==> config.mk <==
export PLATFORM = sky130hd
export DESIGN_NAME = attention_head_scheduler
export DESIGN_NICKNAME = d
export VERILOG_FILES = /design/src/rtl/attention_head_scheduler.sv
export SDC_FILE = /design/constraint.sdc
export NUM_CORES = 1
export LEC_CHECK = 0
export ABC_AREA = 1
export CORE_MARGIN = 3
export CORE_UTILIZATION = 49
export DETAILED_ROUTE_END_ITERATION = 6
export HOLD_SLACK_MARGIN = 0.02
export PLACE_DENSITY = 0.92
export SLEW_MARGIN = 15
export SYNTH_ARGS = -nofsm -noshare
export SYNTH_HDL_FRONTEND = slang
export SYNTH_SLANG_ARGS = --single-unit
==> constraint.sdc <==
create_clock -name clk -period 2.52 [get_ports clk]
set_clock_uncertainty 0.15 [all_clocks]
set_input_delay 0.252 -clock clk [delete_from_list [all_inputs] [get_ports clk]]
set_output_delay 0.252 -clock clk [all_outputs]
set_load 0.1 [all_outputs]
==> src/rtl/attention_head_scheduler.sv <==
// Time-multiplexes one attention core over NUM_HEADS heads, sums the head results
// with a wrapping adder, then runs the MLP for a fixed window and reports its result.
module attention_head_scheduler #(
   parameter int DATA_W       = 16,
   parameter int NUM_HEADS    = 2,
   parameter int CORE_TIMEOUT = 255,
   parameter int MLP_CYCLES   = 2,
   localparam int HW          = (NUM_HEADS > 1) ? $clog2(NUM_HEADS) : 1
) (
   input  logic                          clk,
   input  logic                          rstn,
   input  logic                          start,
   input  logic                          abort,
   input  logic [NUM_HEADS*DATA_W-1:0]   bias_in,
   input  logic                          core_end,
   input  logic [DATA_W-1:0]             core_out,
   input  logic [DATA_W-1:0]             mlp_out,
   output logic                          core_en,
   output logic [DATA_W-1:0]             core_bias,
   output logic                          mlp_en,
   output logic [DATA_W-1:0]             mlp_in,
   output logic [HW-1:0]                 head_idx,
   output logic                          busy,
   output logic                          done,
   output logic                          err,
   output logic [DATA_W-1:0]             o_result
);

   localparam int CNT_MAX = (CORE_TIMEOUT > MLP_CYCLES) ? CORE_TIMEOUT : MLP_CYCLES;
   localparam int CNT_W   = $clog2(CNT_MAX + 1);
   localparam logic [CNT_W-1:0] TIMEOUT_C = CNT_W'(CORE_TIMEOUT);
   localparam logic [CNT_W-1:0] MLP_LAST  = CNT_W'(MLP_CYCLES - 1);
   localparam logic [HW-1:0]    LAST_HEAD = HW'(NUM_HEADS - 1);

   typedef enum logic [2:0] {
      S_IDLE,
      S_RUN,
      S_GAP,
      S_MLP,
      S_DONE,
      S_ERR
   } state_t;

   state_t              state_q, state_d;
   logic [DATA_W-1:0]   acc_q, acc_d;
   logic [DATA_W-1:0]   bias_q [NUM_HEADS];
   logic [DATA_W-1:0]   bias_d [NUM_HEADS];
   logic [DATA_W-1:0]   bias_in_a [NUM_HEADS];
   logic [CNT_W-1:0]    cnt_q, cnt_d, cnt_inc;
   logic [HW-1:0]       head_q, head_d;
   logic                core_en_q, core_en_d;
   logic [DATA_W-1:0]   core_bias_q, core_bias_d;
   logic                mlp_en_q, mlp_en_d;
   logic                busy_q, busy_d;
   logic                done_q, done_d;
   logic                err_q, err_d;
   logic [DATA_W-1:0]   result_q, result_d;

   for (genvar gi = 0; gi < NUM_HEADS; gi++) begin : g_bias_slice
      assign bias_in_a[gi] = bias_in[gi*DATA_W +: DATA_W];
   end

   always_comb begin
      state_d  = state_q;
      acc_d    = acc_q;
      cnt_d    = cnt_q;
      head_d   = head_q;
      result_d = result_q;
      cnt_inc  = cnt_q + 1'b1;
      for (int h = 0; h < NUM_HEADS; h++) begin
         bias_d[h] = bias_q[h];
      end

      // Abort overrides everything, including a simultaneous start or MLP capture.
      if (abort) begin
         state_d = S_IDLE;
      end else begin
         case (state_q)
            S_IDLE: begin
               if (start) begin
                  for (int h = 0; h < NUM_HEADS; h++) begin
                     bias_d[h] = bias_in_a[h];
                  end
                  acc_d   = '0;
                  head_d  = '0;
                  cnt_d   = '0;
                  state_d = S_RUN;
               end
            end
            S_RUN: begin
               cnt_d = cnt_inc;
               if (core_end) begin
                  acc_d = acc_q + core_out;
                  if (head_q != LAST_HEAD) begin
                     state_d = S_GAP;
                  end else begin
                     cnt_d   = '0;
                     state_d = S_MLP;
                  end
               end else if (cnt_inc == TIMEOUT_C) begin
                  state_d = S_ERR;
               end
            end
            S_GAP: begin
               head_d  = head_q + 1'b1;
               cnt_d   = '0;
               state_d = S_RUN;
            end
            S_MLP: begin
               cnt_d = cnt_inc;
               if (cnt_q == MLP_LAST) begin
                  result_d = mlp_out;
                  state_d  = S_DONE;
               end
            end
            S_DONE: begin
               state_d = S_IDLE;
            end
            S_ERR: begin
               state_d = S_ERR;
            end
            default: begin
               state_d = S_IDLE;
            end
         endcase
      end

      // Outputs are decoded from the next state so they appear registered with it.
      core_en_d   = (state_d == S_RUN);
      mlp_en_d    = (state_d == S_MLP);
      busy_d      = (state_d != S_IDLE) && (state_d != S_ERR);
      done_d      = (state_d == S_DONE);
      err_d       = (state_d == S_ERR);
      core_bias_d = bias_d[head_d];
   end

   always_ff @(posedge clk) begin
      if (!rstn) begin
         state_q     <= S_IDLE;
         acc_q       <= '0;
         cnt_q       <= '0;
         head_q      <= '0;
         core_en_q   <= 1'b0;
         core_bias_q <= '0;
         mlp_en_q    <= 1'b0;
         busy_q      <= 1'b0;
         done_q      <= 1'b0;
         err_q       <= 1'b0;
         result_q    <= '0;
         for (int h = 0; h < NUM_HEADS; h++) begin
            bias_q[h] <= '0;
         end
      end else begin
         state_q     <= state_d;
         acc_q       <= acc_d;
         cnt_q       <= cnt_d;
         head_q      <= head_d;
         core_en_q   <= core_en_d;
         core_bias_q <= core_bias_d;
         mlp_en_q    <= mlp_en_d;
         busy_q      <= busy_d;
         done_q      <= done_d;
         err_q       <= err_d;
         result_q    <= result_d;
         for (int h = 0; h < NUM_HEADS; h++) begin
            bias_q[h] <= bias_d[h];
         end
      end
   end

   assign core_en   = core_en_q;
   assign core_bias = core_bias_q;
   assign mlp_en    = mlp_en_q;
   assign mlp_in    = acc_q;
   assign head_idx  = head_q;
   assign busy      = busy_q;
   assign done      = done_q;
   assign err       = err_q;
   assign o_result  = result_q;

endmodule

== Yosys cells after proc, flatten, opt, wreduce, memory -nomap -nowiden ==
Memory sizes are Yosys's and may differ from the RTL's.
Cells that the tools add are included.
Word-level totals
  register bits: 65
  bits in writable memories: 32
  input bits: 69
  output and inout bits: 54
  memories: 1
Operators by class
  add/sub/neg operators: 3
  $lt $le $gt $ge: 1
  equality and inequality tests: 13
  multiplexer cells: 27
  bitwise operators: 4
  reductions and logical operators: 8
Memories
  bias_q: depth 2, bits a word 16, read ports 2, clocked after memory_dff 0, write ports 2, line 46  | logic [DATA_W-1:0] bias_q [NUM_HEADS];
Operator list (number)
  $mux 16: 7
  $mux 32: 3
  $pmux 16 s2: 1
  $pmux 8 s4: 1
  $mux 8: 3
  $add 16x16->16: 1
  $mux 3: 5
  $pmux 3 s5: 1
  $eq 3x2->1 const B: 3
  $eq 3x3->1 const B: 3
  $add 8x1->8 const B: 1
  $eq 8x1->1 const B: 1
  $eq 8x8->1 const B: 1
  $eq 3x1->1 const B: 2
  $reduce_and 3->1: 2
  $mux 1: 5
  $ne 2x2->1 const B: 2
  $reduce_and 4->1: 1
  $reduce_bool 4->1: 1
  $logic_not 3->1: 1
  $ne 3x3->1 const B: 1
  $reduce_bool 3->1: 1
  $ge 2x2->1 const B: 1
  $not 1->2: 1
  other kinds (6): 7

== Depth between registers and ports, before layout ==
  depth in word-level cells: 8
  depth in mapped cells: 13
  depth with buffers taken out: 13

== Least setup slack after synthesis ==
No wires, ideal clock.
  path type: register -> register
  start point: register acc_q[8] (netlist: mlp_in[8])
  end point: register acc_q[15] (netlist: mlp_in[15])
  setup time: 0.132 ns
  arrival time: 2.089 ns
  path slack: 0.149 ns
  cell stages (with the launch flop): 8
  buffers on the path: 0
  clock period less this slack: 2.371 ns
  path through: dfxtp_1 ha_1 a21oi_1 o21ai_0 a21oi_1 nand3b_1 nand3_1 a21oi_1
Between the ends
  longest elaborated chain between the ends: 3
RTL lines
  start, declared: line 45  | logic [DATA_W-1:0] acc_q, acc_d;
  start signal, assigned: line 140  | acc_q <= '0;
  start signal, assigned: line 155  | acc_q <= acc_d;
  $add 16x16->16: line 93  | acc_d = acc_q + core_out;
  $mux 16: line 92  | if (core_end) begin
  $pmux 16 s2: line 78  | case (state_q)
Every way passes these cells. The select of a mux whose other input is x is not followed.
A chain may end at the register's enable or synchronous reset.

== Final worst setup path ==
  start point: register cnt_q[1]
  end point: register result_q[12] (netlist: o_result[12])
Between the ends
  longest elaborated chain between the ends: 2
RTL lines
  start, declared: line 49  | logic [CNT_W-1:0] cnt_q, cnt_d, cnt_inc;
  start signal, assigned: line 156  | cnt_q <= cnt_d;
  $eq 8x1->1: line 111  | if (cnt_q == MLP_LAST) begin
  $reduce_and 3->1 (no source line)
  end signal, assigned: line 164  | result_q <= result_d;
  end, declared: line 57  | logic [DATA_W-1:0] result_q, result_d;
Every way passes these cells.

==> flow_metrics.env <==
export IMPL_yosys_area_top_type="dfxtp_1"
export IMPL_synth_cell_types=38
export IMPL_crit_arrival_ns=2.38
export IMPL_crit_type="reg -> reg"
export IMPL_finalSetupViolCount=0
export IMPL_initial_core_util=0.517
export IMPL_grt_pass1_vias=4243
export IMPL_synth_warnings=0
export IMPL_syn_instance_count=616
export IMPL_grt_max_degree=49
export IMPL_status="finished, final reports clean"
export IMPL_cp_max_fo=32
export IMPL_dp_hpwl_mm=8.65
export IMPL_hold_depth=2
export IMPL_final_area_mm2=0.00601
export IMPL_grt_ovfl_total=0
export IMPL_synth_edf_count=0
export IMPL_route_detailed_drc=0
export IMPL_slew_violations=0
export IMPL_synth_simple_area_share=0.211
export IMPL_ys_async_sr_fraction=0
export IMPL_row_count=34
export IMPL_fillers=721
export IMPL_io_pins=123
export IMPL_die_h_um=103
export IMPL_period_needed_ns=2.23
export IMPL_syn_area_per_cell_um2=7.53
export IMPL_synthXorXnorAreaFrac=0.00755
export IMPL_slew_headroom=0.391
export IMPL_dr_total_vias=4445
export IMPL_synthAdderAreaFrac=0.0528
export IMPL_drt_wl_total_mm=11.7
export IMPL_power_w=0.00324
export IMPL_grt_pass1_wl_mm=18.6
export IMPL_min_path_type="reg -> reg"
export IMPL_setup_tns_ns=0
export IMPL_cts_sinks=97
export IMPL_die_w_um=103
export IMPL_drt_pass1_iterations=6
export IMPL_layout_nets=817
export IMPL_die_area_mm2=0.0107
export IMPL_cap_violations=0
export IMPL_antenna_cells_inserted=0
export IMPL_crit_required_ns=2.67
export IMPL_cts_made_buffers=9
export IMPL_netlist_area_mm2=0.00464
export IMPL_fin_hold_ws_ns=0.305
export IMPL_tightest_slew_ns=0.913
export IMPL_postCtsHoldBufs=0
export IMPL_rsz0062_at_grt="no"
export IMPL_synth_main_ff_cell="dfxtp_1"
export IMPL_placed_cell_area_mm2=0.00580
export IMPL_grtUsageTotal=0.216
export IMPL_antenna_found_initial=0
export IMPL_cts_clk_slew_worst_paths_ns=0.11
export IMPL_fmax_ghz=0.448
export IMPL_min_period_over_period=0.885
export IMPL_syn2layout_area_growth_pct=29.5
export IMPL_first_iter_violations=225
export IMPL_drive_gt1_frac=0.124
export IMPL_h_tree_depth=3
export IMPL_cts_tree="built"
export IMPL_wl_per_cell_um=13.6
export IMPL_place_gp_congestion=0.885
export IMPL_total_leakage_power_nw=2.69
export IMPL_end_kind="flip-flop"
export IMPL_ys_seq_area_frac=0.418
export IMPL_muxShareOfSynthArea=0.0345
export IMPL_ys_ff_latch=97
export IMPL_core_mm2=0.00898
export IMPL_synth_area_leaders="dfxtp_1, nand2_1, a21oi_1"
export IMPL_hold_viol=0
export IMPL_synth_top_family_by_area="simple AND/OR/NAND/NOR gates"
export IMPL_synth_compound_area_frac=0.173
export IMPL_root_buffer="clkbuf_8"
export IMPL_rr_worst_depth=8
export IMPL_ir_worst_vdd_mv=0.547
export IMPL_p_per_area_mw_per_mm2=539
export IMPL_clkLatencyLatePin_ns=0.37
export IMPL_clock_path_buffers=2
export IMPL_drtAntennaViolNets=0
export IMPL_viasPerCell=5.17
export IMPL_cts_resized=0
export IMPL_startpoint_type="flip-flop"
export IMPL_synth_top_area_frac=0.418
export IMPL_cts_setup_buffers=0
export IMPL_synth_nets=704
export IMPL_port_buffers=122
[cell families (layout without fill, tap and decap cells)]
group / count (synthesis) / in the layout
simple gates: 222 / 222
mux: 16 / 16
fa+ha+maj: 19 / 19
buf+inv: 113 / 231
compound gates: 145 / 145
xor+xnor: 4 / 4
flops: 97 / 97
[flip-flops by register name, indices dropped and copies added (netlist names), 3 cells and up]
register / cells
mlp_in: 16
state_q: 3
o_result: 16
bias_q: 32
core_bias: 16
cnt_q: 8
[layer usage]
| metal | track usage | share of wire | vias up |
|---|---|---|---|
| li1 | - | - | 2224 |
| met1 | 0.245 | 0.38 | 2033 |
| met2 | 0.391 | 0.52 | 170 |
| met3 | 0.0704 | 0.083 | 18 |
| met4 | 0.0578 | 0.015 | 0 |
| met5 | 0 | 0 | - |
[report_power, final]
| part | total (W) | leakage, nW | switching (W) | internal (W) |
|---|---|---|---|---|
| combinational | 0.000615 | 1.80 | 0.000390 | 0.000224 |
| clock | 0.00101 | 0.101 | 0.000614 | 0.000397 |
| sequential | 0.00161 | 0.790 | 0.0000217 | 0.00159 |
| total | 0.00324 | 2.69 | 0.00103 | 0.00221 |
[layout make-up]
class | instances | area, µm² | area share
repair buffers | 127 | 1150 | 0.191
flip-flops and latches | 97 | 1940 | 0.323
clock inverters | 7 | 85.1 | 0.0142
clock buffers | 9 | 124 | 0.0206
inverters | 88 | 330 | 0.0550
multi-input cells | 406 | 2220 | 0.370
well taps | 126 | 158 | 0.0262
[synthesized netlist by cell type, drive strengths merged, types with 4 or more instances]
library cell,number
nand4,7
clkbuf,14
inv,87
mux2i,16
nand2,99
buf,11
a21oi,71
nor2,64
ha,18
dfxtp,97
nand3,37
o21a,17
o21ai,50
a21boi,4
nand3b,4
nor3,7
[final timing paths]
| path | slack (ns) | from | endpoint |
|---|---|---|---|
| setup / recovery | 0.29 | cnt_q[1] | o_result[12] |
| setup reg to reg | 0.29 | cnt_q[1] | o_result[12] |
| hold reg to reg | 0.30 | o_result[15] | o_result[15] |
| hold / removal | 0.30 | o_result[15] | o_result[15] |
[metrics by stage]
stage / util / setup WS [ns] / cells
after global routing: 0.669 / 0.105 / 860
final: 0.669 / 0.289 / 860
after detailed placement: 0.646 / 0.229 / 844
after floorplan: - / 0.149 / 616
after global placement: 0.646 / 0.301 / 844
after CTS: 0.669 / 0.332 / 860
[worst max-delay path, cell delays in order, from the launching register on]
cell     delay (ns)
dfxtp_1        0.44
inv_1          0.09
ha_1           0.19
nand3_1        0.09
nor2_2         0.06
nand4_1        0.08
or2_1          0.71
o21ai_0        0.19
a21oi_1        0.17
[cell usage in the layout, fill, tap and decap left out, types with 3 or more instances in the layout]
cell	n
clkinv_8	3
o21ai_0	46
dfxtp_1	97
ha_1	18
clkbuf_8	9
buf_4	57
inv_2	3
nand3b_1	4
inv_1	84
clkdlybuf4s50_1	68
nor2_1	59
nor2_2	4
nand4_1	7
a21oi_1	71
o21ai_1	4
a21boi_0	3
nor3_1	5
nand2_1	98
nand3_1	35
o21a_1	17
mux2i_1	16
(Power assumes the default switching activity.)
